`config.mk`:
```
export PLATFORM = sky130hd
export DESIGN_NAME = uart_loader
export DESIGN_NICKNAME = d
export VERILOG_FILES = /design/src/rtl/uart_loader.sv
export SDC_FILE = /design/constraint.sdc
export NUM_CORES = 1
export LEC_CHECK = 0
export CAP_MARGIN = 25
export CORE_MARGIN = 3
export CORE_UTILIZATION = 55
export CTS_CLUSTER_DIAMETER = 120
export DETAILED_ROUTE_END_ITERATION = 7
export DONT_BUFFER_PORTS = 1
export PLACE_DENSITY = 0.74
export SETUP_SLACK_MARGIN = 0.02
export SYNTH_ARGS = -nofsm -noshare
export SYNTH_HDL_FRONTEND = slang
export SYNTH_SLANG_ARGS = --single-unit
```
`constraint.sdc`:
```
create_clock -name clk -period 2.5 [get_ports clk]
set_clock_uncertainty 0.1 [all_clocks]
set_input_delay 0.5 -clock clk [delete_from_list [all_inputs] [get_ports clk]]
set_output_delay 0.5 -clock clk [all_outputs]
set_load 0.01 [all_outputs]
```
`src/rtl/uart_loader.sv`:
```
`default_nettype none
// ============================================================================
//  Module      : uart_loader
//  Description : Boot-time program loader. Parses a length-prefixed byte
//                stream from the UART receiver, assembles little-endian 32-bit
//                words, writes them to instruction memory from address 0,
//                returns a one-byte acknowledge and pulses done.
//  Revision    : 1.0 - initial release
// ============================================================================
module uart_loader #(
   parameter int          ADDR_W  = 14,
   parameter logic [7:0]  ACK_OK  = 8'hAA,
   parameter logic [7:0]  ACK_ERR = 8'hEE
) (
   input  logic              clk,
   input  logic              rst,
   input  logic              start,
   input  logic [7:0]        rx_data,
   input  logic              rx_valid,
   output logic              mem_we,
   output logic [ADDR_W-1:0] mem_addr,
   output logic [31:0]       mem_wdata,
   output logic [7:0]        tx_data,
   output logic              tx_valid,
   input  logic              tx_ready,
   output logic              busy,
   output logic              done,
   output logic              err
);

   localparam logic [2:0] c_IDLE = 3'd0;
   localparam logic [2:0] c_HDR  = 3'd1;
   localparam logic [2:0] c_BODY = 3'd2;
   localparam logic [2:0] c_ACK  = 3'd3;
   localparam logic [2:0] c_FIN  = 3'd4;

   // Largest legal image in words; one extra bit so 2^ADDR_W is representable.
   localparam logic [32:0] c_MAX_WORDS = 33'd1 << ADDR_W;

   logic [2:0]        state_q,     state_d;
   logic [1:0]        byte_cnt_q,  byte_cnt_d;
   logic [31:0]       shift_q,     shift_d;
   logic [31:0]       count_q,     count_d;
   logic [31:0]       word_cnt_q,  word_cnt_d;
   logic              mem_we_q,    mem_we_d;
   logic [ADDR_W-1:0] mem_addr_q,  mem_addr_d;
   logic [31:0]       mem_wdata_q, mem_wdata_d;
   logic [7:0]        tx_data_q,   tx_data_d;
   logic              tx_valid_q,  tx_valid_d;
   logic              busy_q,      busy_d;
   logic              done_q,      done_d;
   logic              err_q,       err_d;

   // Bytes arrive LSB first, so shifting each new byte in at the top leaves
   // the complete little-endian word in place once the 4th byte arrives.
   logic [31:0] w_word;
   logic        w_group_end;
   logic        w_last_word;

   assign w_word      = {rx_data, shift_q[31:8]};
   assign w_group_end = (byte_cnt_q == 2'd3);
   // Full 32-bit compare, so an image of exactly 2^ADDR_W words terminates
   // even though the address itself wraps.
   assign w_last_word = ((word_cnt_q + 32'd1) == count_q);

   // Next-state logic for the loader sequence and all registered outputs.
   always_comb begin
      state_d     = state_q;
      byte_cnt_d  = byte_cnt_q;
      shift_d     = shift_q;
      count_d     = count_q;
      word_cnt_d  = word_cnt_q;
      mem_we_d    = 1'b0;
      mem_addr_d  = mem_addr_q;
      mem_wdata_d = mem_wdata_q;
      tx_data_d   = tx_data_q;
      tx_valid_d  = tx_valid_q;
      busy_d      = busy_q;
      done_d      = 1'b0;
      err_d       = err_q;

      case (state_q)
         c_IDLE: begin
            if (start) begin
               state_d    = c_HDR;
               busy_d     = 1'b1;
               err_d      = 1'b0;
               byte_cnt_d = 2'd0;
               word_cnt_d = 32'd0;
               shift_d    = 32'd0;
            end
         end

         c_HDR: begin
            if (rx_valid) begin
               byte_cnt_d = byte_cnt_q + 2'd1;
               shift_d    = w_word;
               if (w_group_end) begin
                  count_d = w_word;
                  if (w_word == 32'd0) begin
                     state_d    = c_ACK;
                     tx_valid_d = 1'b1;
                     tx_data_d  = ACK_OK;
                  end else if ({1'b0, w_word} > c_MAX_WORDS) begin
                     state_d    = c_ACK;
                     tx_valid_d = 1'b1;
                     tx_data_d  = ACK_ERR;
                     err_d      = 1'b1;
                  end else begin
                     state_d = c_BODY;
                  end
               end
            end
         end

         c_BODY: begin
            if (rx_valid) begin
               byte_cnt_d = byte_cnt_q + 2'd1;
               shift_d    = w_word;
               if (w_group_end) begin
                  mem_we_d    = 1'b1;
                  mem_addr_d  = word_cnt_q[ADDR_W-1:0];
                  mem_wdata_d = w_word;
                  word_cnt_d  = word_cnt_q + 32'd1;
                  if (w_last_word) begin
                     state_d = c_ACK;
                  end
               end
            end
         end

         c_ACK: begin
            // Entered from BODY with tx_valid low: raise it one cycle after
            // the final write. Header-terminated loads arrive already valid.
            if (!tx_valid_q) begin
               tx_valid_d = 1'b1;
               tx_data_d  = err_q ? ACK_ERR : ACK_OK;
            end else if (tx_ready) begin
               tx_valid_d = 1'b0;
               done_d     = 1'b1;
               busy_d     = 1'b0;
               state_d    = c_FIN;
            end
         end

         c_FIN: begin
            state_d = c_IDLE;
         end

         default: begin
            state_d = c_IDLE;
         end
      endcase
   end

   // State and output registers with synchronous reset.
   always_ff @(posedge clk) begin
      if (rst) begin
         state_q     <= c_IDLE;
         byte_cnt_q  <= 2'd0;
         shift_q     <= 32'd0;
         count_q     <= 32'd0;
         word_cnt_q  <= 32'd0;
         mem_we_q    <= 1'b0;
         mem_addr_q  <= '0;
         mem_wdata_q <= 32'd0;
         tx_data_q   <= 8'd0;
         tx_valid_q  <= 1'b0;
         busy_q      <= 1'b0;
         done_q      <= 1'b0;
         err_q       <= 1'b0;
      end else begin
         state_q     <= state_d;
         byte_cnt_q  <= byte_cnt_d;
         shift_q     <= shift_d;
         count_q     <= count_d;
         word_cnt_q  <= word_cnt_d;
         mem_we_q    <= mem_we_d;
         mem_addr_q  <= mem_addr_d;
         mem_wdata_q <= mem_wdata_d;
         tx_data_q   <= tx_data_d;
         tx_valid_q  <= tx_valid_d;
         busy_q      <= busy_d;
         done_q      <= done_d;
         err_q       <= err_d;
      end
   end

   assign mem_we    = mem_we_q;
   assign mem_addr  = mem_addr_q;
   assign mem_wdata = mem_wdata_q;
   assign tx_data   = tx_data_q;
   assign tx_valid  = tx_valid_q;
   assign busy      = busy_q;
   assign done      = done_q;
   assign err       = err_q;

endmodule
`default_nettype wire
```
==> metrics <==
Ant. Diodes=0; Final Critical Period=2.573 ns; wire per inst=around 18 um; # H-tree levels=4; RSZ-0062 raised after global routing=yes; final core occ=68.74%; final period utilization=102.9%; Worst setup SP type=register; largest net degree at the start of global routing=148; register area share after synthesis=42.73%; failing checks=setup timing; Worst EP required=2.70 ns; total of max-cap violations=0; Max clock buf depth=2; Post-Syn Instances=about 900; Async S/R FF share, synth=0%; initial drt markers=between 500 and 600; io pins=72; CORE AREA=12060 um^2; GR Layer Usage met1=37.30%; most used routing layer=met2; layout cells sized above 1=18.80%; Final nets=935; Initial Util=between 50 and 60%; met2 usage=44.44%; Post-synth EDFFs=0; Mean Syn Cell Area=7.755 um^2; global-route wire length before repair=between 30 and 40 mm; DRC viols=0; worst vdd ir=497.2 uV; row count=40; vias in the first global route=6185; via/cell ratio=5.921; Overflow after GRT=0; Clock transition at path regs=0.06 ns; Worst-Margin Slew=0.6280 ns; Synthesis Warnings=0; Power Density=620.6 nW/um^2; worst-path fanout max=5; dpl cells=between 1k and 1.5k; final hold vios=0; die width=117.5 um; clk root buf=clkbuf_16; Primary FF master, synth=dfxtp_1; final HPWL from detailed placement=around 13 mm; antenna-violating nets left=0; crit path DAT=~2.8 ns; Placer Congestion=between 0.9 and 1; Min-Delay Path Class=input port to register; status=finished, violations left; met3 Usage GRT=under 10%; Cell Area, Synth=6840 um^2; #FFs+latches synth=146; Distinct cells, synth=62; Pwr Total=5146 uW; Leak Pwr=0.003052 uW; Post-Place Setup Slack=-0.1130 ns; Final Setup Violations=1; total CTS buffers=17; die area=between 10000 and 15000 um^2; Die H=between 100 and 150 um; aggregate global-route resource usage=27.87%; Via Count=between 6k and 7k; Num Clock Sinks=146; max-slew violation count=0; max frequency=388.6 MHz; crit path kind=register to register; DRT Pass-1 Iters=5; Routed WL=20.01 mm; Critical Path Sink Type=register; IO buf count=0; TritonCTS clock tree=yes; area delta synth->final=21.22%; antenna violations before repair=0; Rel. slew slack=a little under 60%; Layout Cells excl Fill=1099; smallest setup slack after layout=-0.07343 ns; clk_lat worst skew=0.43 ns
==> critical path: stages, from the launching register on <==
cell and delay (ns):
dfxtp_2 0.38, and4_4 0.29, a21oi_1 0.11, o31ai_2 0.31, nand2_1 0.10, or4_4 0.57, nor4_4 0.29, a31oi_1 0.14
mux2i_1 0.14
==> logic make-up after synthesis <==
kind of cell,share of synthesized area (%)
flops,42.73
other cells,0.05482
fa+ha+maj,0.3658
buf+inv,5.469
compound gates,17.49
mux,0.7500
xor+xnor,6.018
simple gates,27.13
==> synthesized netlist by cell type, types with 4 or more instances <==
library cell / number / area (um^2)
clkbuf_1: 50 / 187.7
a21oi_1: 124 / 620.6
nand4_1: 14 / 87.58
mux2i_1: 4 / 40.04
nand2_1: 201 / 754.5
nand3_1: 22 / 110.1
dfxtp_1: 146 / 2923
nor4_1: 17 / 106.4
and3_1: 6 / 37.54
and4_1: 4 / 35.03
o21ai_0: 28 / 140.1
a22oi_1: 27 / 202.7
xnor2_1: 30 / 262.8
nor3_1: 14 / 70.07
buf_2: 8 / 40.04
nand3b_1: 8 / 60.06
buf_4: 13 / 97.59
xor2_1: 17 / 148.9
nor2_1: 63 / 236.5
inv_1: 11 / 41.29
a31oi_1: 7 / 43.79
or3_1: 6 / 37.54
==> per-layer routing <==
metal  part of all wire [%]  up-vias
met2                     47      284
met4                    3.0        0
li1                       -     3109
met1                     42     3053
met5                      0        -
met3                    7.6       61
==> layout make-up <==
class | count | area (um^2)
clock inverter | 8 | 127.6
timing repair buffer | 90 | 716.9
fill | 986 | 3770
clock buffer | 22 | 474.2
multi-input combinational | 653 | 3769
tap | 168 | 210.2
sequential | 146 | 2949
inverter | 12 | 45.04
==> registers in the layout (all words and copies together) (netlist names) <==
| register | cells |
|---|---|
| shift_q | 24 |
| byte_cnt_q | 2 |
| tx_valid | 1 |
| count_q | 32 |
| tx_data | 2 |
| mem_wdata | 32 |
| mem_we | 1 |
| word_cnt_q | 32 |
| state_q | 3 |
| mem_addr | 14 |
| busy | 1 |
| done | 1 |
| err | 1 |
==> metrics by stage <==
step / hold slack (ns) / setup TNS (ns) / area (um^2)
6_report: 0.05035 / -0.07343 / 8292
5_1_grt: 0.02534 / -0.1208 / 8292
4_1_cts: 0.03229 / 0 / 8117
3_5_place_dp: 0.3611 / -0.1130 / 7426
3_3_place_gp: 0.3551 / -0.1090 / 7426
2_1_floorplan: 0.3478 / 0 / 6867
==> layout by cell type (no fill, tap or decap), drive strengths merged, types with 4 or more instances in the layout <==
master,Yosys,final
nand4,16,16
o21ai,28,28
mux2i,4,4
a22oi,27,27
clkbuf,50,23
xor2,17,17
or2,4,4
and4,4,4
nor3,17,17
or3,6,6
buf,22,89
nor4,20,20
nand3b,8,8
a21oi,124,124
a31oi,7,7
nor2,63,63
nand2,201,201
xnor2,30,30
and3,6,6
dfxtp,146,146
nand3,23,23
inv,12,13
==> worst paths after layout <==
| path | startpoint | endpoint | slack (ns) | cells after the start |
|---|---|---|---|---|
| worst max-delay path | word_cnt_q[3] | state_q[0] | -0.07 | 8 |
| worst min-delay path | rst | mem_addr[0] | 0.05 | 1 |
| worst max register to register | word_cnt_q[3] | state_q[0] | -0.07 | 8 |
| worst min register to register | count_q[0] | count_q[0] | 0.37 | 2 |
==> power breakdown <==
group          switching [uW]  total (uW)  internal (uW)  leakage [uW]
Clock                     961        2600           1640      0.000289
Sequential               32.2        2370           2340       0.00118
Combinational             109         172           63.3       0.00158
==> timing repair <==
action / 4_1_cts / 5_1_grt
setup endpoints to repair: 2 / 11
hold buffers: 0 / 0
pin swaps: 6 / 15
gates resized for setup: 23 / 30
cloned: 0 / 1
buffers inserted: 0 / 2
endpoints found under the hold margin: 0 / 0
Note: power is estimated with default switching activity, not from simulation.
